<file path="src/rtl/pc_pkg.sv">
// Shared constants and the redirect-select encoding for the program-counter unit.
package pc_pkg;

    localparam int unsigned     PC_W_DEF    = 16;
    localparam logic [15:0]     RST_VEC_DEF = 16'h0000;
    localparam logic [15:0]     INT_VEC_DEF = 16'h0010;

    typedef enum logic [1:0] {
        SEL_SEQ,
        SEL_BR,
        SEL_RETI,
        SEL_INT
    } redir_sel_e;

endpackage

</file>
<file path="src/rtl/pc_stage_reg.sv">
// One PC+INC / valid pipeline stage with flush, stall and bubble insertion.
module pc_stage_reg #(
    parameter int unsigned PC_W = 16
) (
    input  logic            clk,
    input  logic            rst_n,
    input  logic            stall,
    input  logic            flush,
    input  logic            bubble,
    input  logic [PC_W-1:0] pc_in,
    input  logic            vld_in,
    output logic [PC_W-1:0] pc_q,
    output logic            vld_q
);

    // Flush outranks stall; on flush or bubble the PC field simply holds.
    always_ff @(posedge clk or negedge rst_n) begin
        if (!rst_n) begin
            pc_q  <= '0;
            vld_q <= 1'b0;
        end else if (flush) begin
            vld_q <= 1'b0;
        end else if (!stall) begin
            if (bubble) begin
                vld_q <= 1'b0;
            end else begin
                pc_q  <= pc_in;
                vld_q <= vld_in;
            end
        end
    end

endmodule

</file>
<file path="src/rtl/pc_pipe.sv">
// Fetch program counter with branch/interrupt/reti redirect and a stallable PC+INC pipeline.
module pc_pipe
    import pc_pkg::*;
#(
    parameter int unsigned      PC_W    = PC_W_DEF,
    parameter int unsigned      NUM_STG = 3,
    parameter int unsigned      INC     = 1,
    parameter logic [PC_W-1:0]  RST_VEC = PC_W'(RST_VEC_DEF),
    parameter logic [PC_W-1:0]  INT_VEC = PC_W'(INT_VEC_DEF)
) (
    input  logic                    clk,
    input  logic                    rst_n,
    input  logic [NUM_STG-1:0]      stall_stg,
    input  logic [NUM_STG-1:0]      flush_stg,
    input  logic                    flow_change,
    input  logic [PC_W-1:0]         dst,
    input  logic                    reti,
    input  logic                    ei,
    input  logic                    int_req,
    output logic [PC_W-1:0]         pc,
    output logic [NUM_STG*PC_W-1:0] pc_stg,
    output logic [NUM_STG-1:0]      vld_stg,
    output logic [PC_W-1:0]         epc,
    output logic                    int_en,
    output logic                    int_ack
);

    logic [PC_W-1:0] seq;
    logic [PC_W-1:0] alt_pc;
    logic            int_take;
    redir_sel_e      sel;

    logic [PC_W-1:0] stg_pc [NUM_STG];
    logic [NUM_STG-1:0] stg_vld;

    assign seq      = pc + PC_W'(INC);
    assign int_take = int_req & int_en & ~stall_stg[0];

    // alt_pc is where fetch would have gone had the interrupt not been taken.
    always_comb begin
        alt_pc = seq;
        if (reti)
            alt_pc = epc;
        else if (flow_change)
            alt_pc = dst;
    end

    always_comb begin
        sel = SEL_SEQ;
        if (int_take)
            sel = SEL_INT;
        else if (reti)
            sel = SEL_RETI;
        else if (flow_change)
            sel = SEL_BR;
    end

    always_ff @(posedge clk or negedge rst_n) begin
        if (!rst_n) begin
            pc      <= RST_VEC;
            epc     <= '0;
            int_en  <= 1'b0;
            int_ack <= 1'b0;
        end else begin
            int_ack <= int_take;
            if (!stall_stg[0]) begin
                case (sel)
                    SEL_INT: begin
                        pc  <= INT_VEC;
                        epc <= alt_pc;
                    end
                    SEL_RETI: pc <= epc;
                    SEL_BR:   pc <= dst;
                    default:  pc <= seq;
                endcase
            end
            // ei works even under stall, but an accepted interrupt always clears.
            if (int_take)
                int_en <= 1'b0;
            else if (ei || (!stall_stg[0] && reti))
                int_en <= 1'b1;
        end
    end

    for (genvar k = 0; k < NUM_STG; k++) begin : g_stg
        logic [PC_W-1:0] pc_in;
        logic            vld_in;
        logic            bubble;

        if (k == 0) begin : g_first
            assign pc_in  = seq;
            assign vld_in = 1'b1;
            assign bubble = 1'b0;
        end else begin : g_rest
            assign pc_in  = stg_pc[k-1];
            assign vld_in = stg_vld[k-1];
            assign bubble = stall_stg[k-1];
        end

        pc_stage_reg #(.PC_W(PC_W)) u_stage (
            .clk    (clk),
            .rst_n  (rst_n),
            .stall  (stall_stg[k]),
            .flush  (flush_stg[k]),
            .bubble (bubble),
            .pc_in  (pc_in),
            .vld_in (vld_in),
            .pc_q   (stg_pc[k]),
            .vld_q  (stg_vld[k])
        );

        assign pc_stg[k*PC_W +: PC_W] = stg_pc[k];
    end

    assign vld_stg = stg_vld;

endmodule

</file>
<file path="config.mk">
export PLATFORM = sky130hd
export DESIGN_NAME = pc_pipe
export DESIGN_NICKNAME = d
export VERILOG_FILES = /design/src/rtl/pc_pkg.sv /design/src/rtl/pc_stage_reg.sv /design/src/rtl/pc_pipe.sv
export SDC_FILE = /design/constraint.sdc
export NUM_CORES = 1
export LEC_CHECK = 0
export BUFFER_PORTS_ARGS = -buffer_cell sky130_fd_sc_hd__buf_2
export CORE_ASPECT_RATIO = 0.75
export CORE_MARGIN = 2
export CORE_UTILIZATION = 53
export DETAILED_ROUTE_END_ITERATION = 8
export PLACE_DENSITY = 0.8
export SLEW_MARGIN = 20
export SYNTH_ARGS = -nofsm -noshare
export SYNTH_HDL_FRONTEND = slang
export SYNTH_SLANG_ARGS = --single-unit
</file>
<file path="constraint.sdc">
create_clock -name clk -period 2.1 [get_ports clk]
set_input_delay 0.315 -clock clk [delete_from_list [all_inputs] [get_ports clk]]
set_output_delay 0.315 -clock clk [all_outputs]
set_load 0.02 [all_outputs]
</file>
==> flow_summary.ini, run 1 <==
[status]
status = complete, no violations

[clocking]
clock_latency_ns = 0.36
cts-root-buf = clkbuf_8
cts_tree = built
h-tree-depth = 3
clk_pin_slew_ns = 0.09
cts.sinks = 85
numCtsBuffers = 9
clock_path_buffers = 2
post_cts.repair.setup_buffers = 0

[floorplan]
start_util = 0.538
die_area_sq_um = 8640
io_pins = 113
chipHeight_microns = 81.0
fp-row-count = 28
die_w_microns = 107
coreArea_sq_um = 7780

[timing]
fmax_mhz = 506
period_share = 0.942
finClkSkew_ns = 0.0104
drv_slew = 0
final.min_clock_period_ns = 1.98
setup_viol = 0
rsz0062_at_grt = false
hold_viol_final = 0
relSlewSlack = 0.634
tns_ns = 0
tightest_slew_ns = 0.545

[logic_synthesis]
avgSynthCellArea_sq_um = 10.6
yosysTopAreaCellShare = 0.508
ys_seq_elements = 85
synth_area_leader_cell = dfrtp_1
syn-num-nets = 423
synth-edff-count = 0
synth-async-reset-ratio = 1.00
synthCells = 394
synth.area.top_cells = dfrtp_1 (51%), mux2_2 (9.1%), o21ai_0 (2.9%), nor2_1 (2.7%), a21oi_1 (2.3%)
yosys_warnings = 0
synth_common_cells = dfrtp_1 (85), mux2_2 (34), nor2_1 (30)
synth_area_sq_um = 4190
ys_types = 59
yosysSeqAreaShare = 0.508
synth_most_common_cell = dfrtp_1
ys.flop_type = dfrtp_1

[setup_path]
worstSetupEndpointType = register
crit_chain = ha_1 -> and4_1 -> nand3_1 -> a2111oi_0 -> nor3_1
crit_type = reg -> reg
worstPathArrival_ns = 2.21
critical_path_peak_fanout = 8
cp_top_family = simple AND/OR/NAND/NOR gates
worstSetupStartpointType = register
slowest_delay_ns = 0.50
crit_start = pc[0]$_DFFE_PN0N_
worst-path-buf-inv = 0
crit-reg2reg-launch = pc[0]$_DFFE_PN0N_
slowest_stage = a2111oi_0
cp_data_required_time_ns = 2.34

[cells_and_area]
design_area_sq_um = 5130
nets = 535
seq_area_sq_um = 2130
area_growth_pct = 22.6
antenna_cells = 0
multi_input_area_sq_um = 1870
instances_no_fill = 616
fillers = 656
drive_above_1_share = 0.376

[hold_path]
hold_path.class = in -> reg
min_from = flush_stg[1]

[drt]
vias_per_cell = 5.91
first_iter_violations = 270
vias = 3643
ant_nets = 0
drt_wl_total_microns = 11200
wl_per_cell_microns = 18.2
route.detailed.drc = 0
first_pass_iters = 5

[power]
finalPower_mw = 5.71
ir_drop_v = 0.000735
p_per_area_nw_per_um2 = 1110
p_leak_nw = 2.38

[global_routing]
antenna_found_initial = 0
grt_max_degree = 37
globalRouteTotalUtil = 0.260
grt_pass1_wl_microns = 17400
grt-ovfl-total = 0
grt_pass1_vias = 3357

[placed_design]
placed_cells = 599
dpl-instance-area_sq_um = 4880
dp_hpwl_microns = 8090
port_buffers = 112
place_congestion = 0.944

[flow_run]
cap_violations = 0
[worst paths after layout]
check / to / slack [ns] / depth (start not counted)
worst max register to register: epc[12]$_DFFE_PN0P_ / 0.12 / 5
max in group asynchronous: epc[9]$_DFFE_PN0P_ / 1.03 / 3
worst max-delay path: epc[12]$_DFFE_PN0P_ / 0.12 / 5
worst min register to register: g_stg[2].u_stage.pc_q[11]$_DFFE_PN0P_ / 0.51 / 1
worst min-delay path: g_stg[1].u_stage.vld_q$_DFFE_PN0P_ / 0.12 / 2
min in group asynchronous: g_stg[1].u_stage.vld_q$_DFFE_PN0P_ / 0.44 / 2
[flip-flops by register name, indices dropped and copies added (netlist names)]
name / count
epc: 16
g_stg.u_stage.pc_q: 48
g_stg.u_stage.vld_q: 3
int_ack: 1
int_en: 1
pc: 16
[cell usage in the layout (no fill, tap or decap), types with 4 or more instances in the layout]
cell      count
o31ai_1       6
nand2b_1      8
inv_1        10
buf_2       111
mux2_2       34
a21oi_1      19
o21ai_0      24
clkbuf_8      9
dfrtp_1      85
nor4_1        4
a221o_1       4
nor2_1       30
mux2i_1       9
and3_1        5
a22oi_1       9
nand3_1      16
buf_4        18
nor3_1       13
nand2_1      24
xnor2_1       8
[metal layers]
metal  vias up  part of all wire  global-route usage
li1       1658                 -                   -
met1      1764              0.44               0.367
met2       195              0.45               0.406
met3        26             0.084              0.0562
met4         0             0.018              0.0805
met5         -                 0                   0
[through the flow]
step,hold slack [ns],worst slack [ns],utilization
final,0.122,0.123,0.660
after detailed placement,0.303,0.172,0.627
after floorplan,0.0194,0.265,-
after global routing,0.111,0.0361,0.660
after CTS,0.109,0.156,0.660
after global placement,0.297,0.277,0.627
[power breakdown]
part	internal [mW]	switching (mW)
Combinational	0.719	1.12
Sequential	2.07	0.379
Clock	0.797	0.628
[logic make-up after synthesis]
| kind of cell | after synthesis | synth area share |
|---|---|---|
| simple gates | 126 | 0.169 |
| compound gates | 89 | 0.141 |
| flops | 85 | 0.508 |
| mux | 43 | 0.113 |
| buf+inv | 40 | 0.0454 |
| xor+xnor | 10 | 0.0209 |
| fa+ha+maj | 1 | 0.00299 |
[layout make-up]
| type | count | share of cell area |
|---|---|---|
| sequential | 85 | 0.414 |
| multi-input combinational | 269 | 0.364 |
| timing repair buffer | 131 | 0.140 |
| clock buffer | 9 | 0.0241 |
| inverter | 10 | 0.00731 |
| clock inverter | 7 | 0.0236 |
| tap | 105 | 0.0256 |
[what timing repair did]
action | CTS | global route
hold buffers | 1 | 0
endpoints found under the hold margin | 33 | 0
resized for setup | 0 | 0
Note: power is estimated with default switching activity, not from simulation.
==> run 2, diff against run 1 <==
Settings changed: CORE_UTILIZATION 53 to 39, PLACE_DENSITY 0.8 to 0.62, SYNTH_HIERARCHICAL from default to 1.
==> flow_summary.ini, run 2 <==
[cells_and_area]
reg_top3 = g_stg.u_stage/pc_q: 48 flops, epc: 16 flops, pc: 16 flops
largest_reg_flops = 48
mostFrequentLayoutCell = buf_2
area_growth_pct = 23.6
nets = 541
drive_above_1_share = 0.424
fillers = 1013
largest-register = g_stg.u_stage/pc_q
antenna_cells = 0
mostFrequentLayoutCells = buf_2 (111), dfrtp_1 (85), mux2_2 (48)
design_area_sq_um = 5470

[floorplan]
chipHeight_microns = 96.2
io_pins = 113
coreArea_sq_um = 11000
die_area_sq_um = 12200
start_util = 0.403
fp-row-count = 33
die_w_microns = 127

[drt]
wl_per_cell_microns = 18.1
first_iter_violations = 282
drt_wl_total_microns = 11900
first_pass_iters = 4
route.detailed.drc = 0
ant_nets = 0
vias_per_cell = 5.36
vias = 3522

[setup_path]
r2r_slack_ns = 0.18
crit-reg2reg-launch = pc[1]$_DFFE_PN0N_
critical_path_peak_fanout = 8
ff2ff_path_depth = 5
cp_top_family = simple AND/OR/NAND/NOR gates
timing.rr.end = g_stg[0].u_stage/pc_q[6]$_DFFE_PN0P_
worst-path-buf-inv = 0
worstSetupEndpointType = register
crit_end = g_stg[0].u_stage/pc_q[6]$_DFFE_PN0P_
cp_data_required_time_ns = 2.33
crit_type = reg -> reg
crit_cells = 5
worstSetupStartpointType = register
crit_start = pc[1]$_DFFE_PN0N_
crit_chain = ha_1 -> nand3_2 -> o21a_1 -> or2_2 -> mux2_2
slowest_delay_ns = 0.43
slowest_stage = dfrtp_1
worstPathArrival_ns = 2.15

[placed_design]
dp_hpwl_microns = 8790
port_buffers = 112
dpl-instance-area_sq_um = 5150
place_congestion = 0.888

[timing]
setup_viol = 0
period_share = 0.912
rsz0062_at_grt = false
fmax_mhz = 522
finClkSkew_ns = 0.00432
tns_ns = 0
hold_viol_final = 0
drv_slew = 0
whs_ns = 0.160
final.min_clock_period_ns = 1.92

[clocking]
clk_pin_slew_ns = 0.07
cts.sinks = 85
cts_tree = built
cts-root-buf = clkbuf_16
clock_latency_ns = 0.35
h-tree-depth = 3
post_cts.repair.setup_buffers = 0
clock_path_buffers = 2
numCtsBuffers = 9

[logic_synthesis]
yosys_warnings = 6
ys.flop_type = dfrtp_1
synth_most_common_cell = dfrtp_1
ys_seq_elements = 85
synth.area.top_cells = dfrtp_1 (48%), mux2_2 (12%), nand2_1 (3.3%), a21oi_1 (1.9%), nor4_4 (1.9%)
yosysSeqAreaShare = 0.481
synth_area_sq_um = 4420
avgSynthCellArea_sq_um = 11.2
synthCells = 396
ys_types = 64
synth_area_leader_cell = dfrtp_1
synth-edff-count = 0
synth_common_cells = dfrtp_1 (85), mux2_2 (48), nand2_1 (39)
yosysTopAreaCellShare = 0.481
synth-async-reset-ratio = 1.00

[power]
p_leak_nw = 2.64
ir_drop_v = 0.000453
p_per_area_nw_per_um2 = 1120

[global_routing]
grt_pass1_wl_microns = 18800
globalRouteTotalUtil = 0.203
grt-ovfl-total = 0
grt_max_degree = 37
antenna_found_initial = 0
grt_pass1_vias = 3431

[hold_path]
hold_path.class = in -> reg

[status]
status = complete, no violations

[flow_run]
cap_violations = 0
==> run 2: cell count changes after synthesis, sizes merged, moves of 6 or more <==
cell    delta
clkbuf     -6
o21ai      -8
mux2      +14
nor2      -17
nand2     +16
inv        -6
==> run 2: power breakdown <==
group / total (mW) / internal [mW] / switching (mW)
clock: 1.65 / 0.963 / 0.691
sequential: 2.52 / 2.10 / 0.418
combinational: 1.94 / 0.782 / 1.16
==> run 2: area by class of cell <==
cell class                      count  area (sq um)  share of cell area
Sequential cell                    85          2130               0.389
Tap cell                          140           175              0.0320
Clock buffer                       10           239              0.0437
Multi-Input combinational cell    280          2120               0.387
Timing Repair Buffer              132           728               0.133
Clock inverter                      6          68.8              0.0126
Inverter                            4          15.0             0.00275
==> run 2: stage by stage <==
stage | power [mW] | util | worst slack, ns | instances
after floorplan | 3.70 | - | 0.197 | 397
after global placement | 4.44 | 0.469 | 0.257 | 640
after detailed placement | 4.50 | 0.469 | 0.205 | 640
after CTS | 6.17 | 0.498 | 0.192 | 657
after global routing | 6.47 | 0.498 | 0.0824 | 657
final | 6.11 | 0.498 | 0.184 | 657
==> run 2: kinds of logic after synthesis <==
family,count (synthesis),share of synthesized area
xor+xnor,11,0.0218
simple gates,133,0.193
compound gates,76,0.117
buf+inv,32,0.0416
other cells,2,0.00170
mux,56,0.140
fa+ha+maj,1,0.00283
flops,85,0.481
==> run 2: timing repair <==
| item | CTS | global route |
|---|---|---|
| hold endpoints to repair | 34 | 0 |
| gates resized for setup | 0 | 0 |
| hold buffers | 1 | 0 |
==> run 2: how the worst min path moves through the flow <==
stage                            start                                  to  slack (ns)  cells after the start
final                     flush_stg[1]  g_stg[1].u_stage/vld_q$_DFFE_PN0P_        0.16                      2
after global routing      flush_stg[1]  g_stg[1].u_stage/vld_q$_DFFE_PN0P_        0.16                      2
after CTS                 flush_stg[1]  g_stg[1].u_stage/vld_q$_DFFE_PN0P_        0.15                      2
after detailed placement         rst_n                  epc[4]$_DFFE_PN0P_        0.32                      1
after global placement           rst_n                  epc[4]$_DFFE_PN0P_        0.32                      1
after floorplan                  rst_n                  epc[0]$_DFFE_PN0P_        0.02                      0
==> run 2: layer usage <==
metal,routed length [microns],track usage,share of wire
met2,5120,0.297,0.43
met3,929,0.0556,0.078
met5,0,0,0
met4,170,0.0696,0.014
met1,5670,0.289,0.48
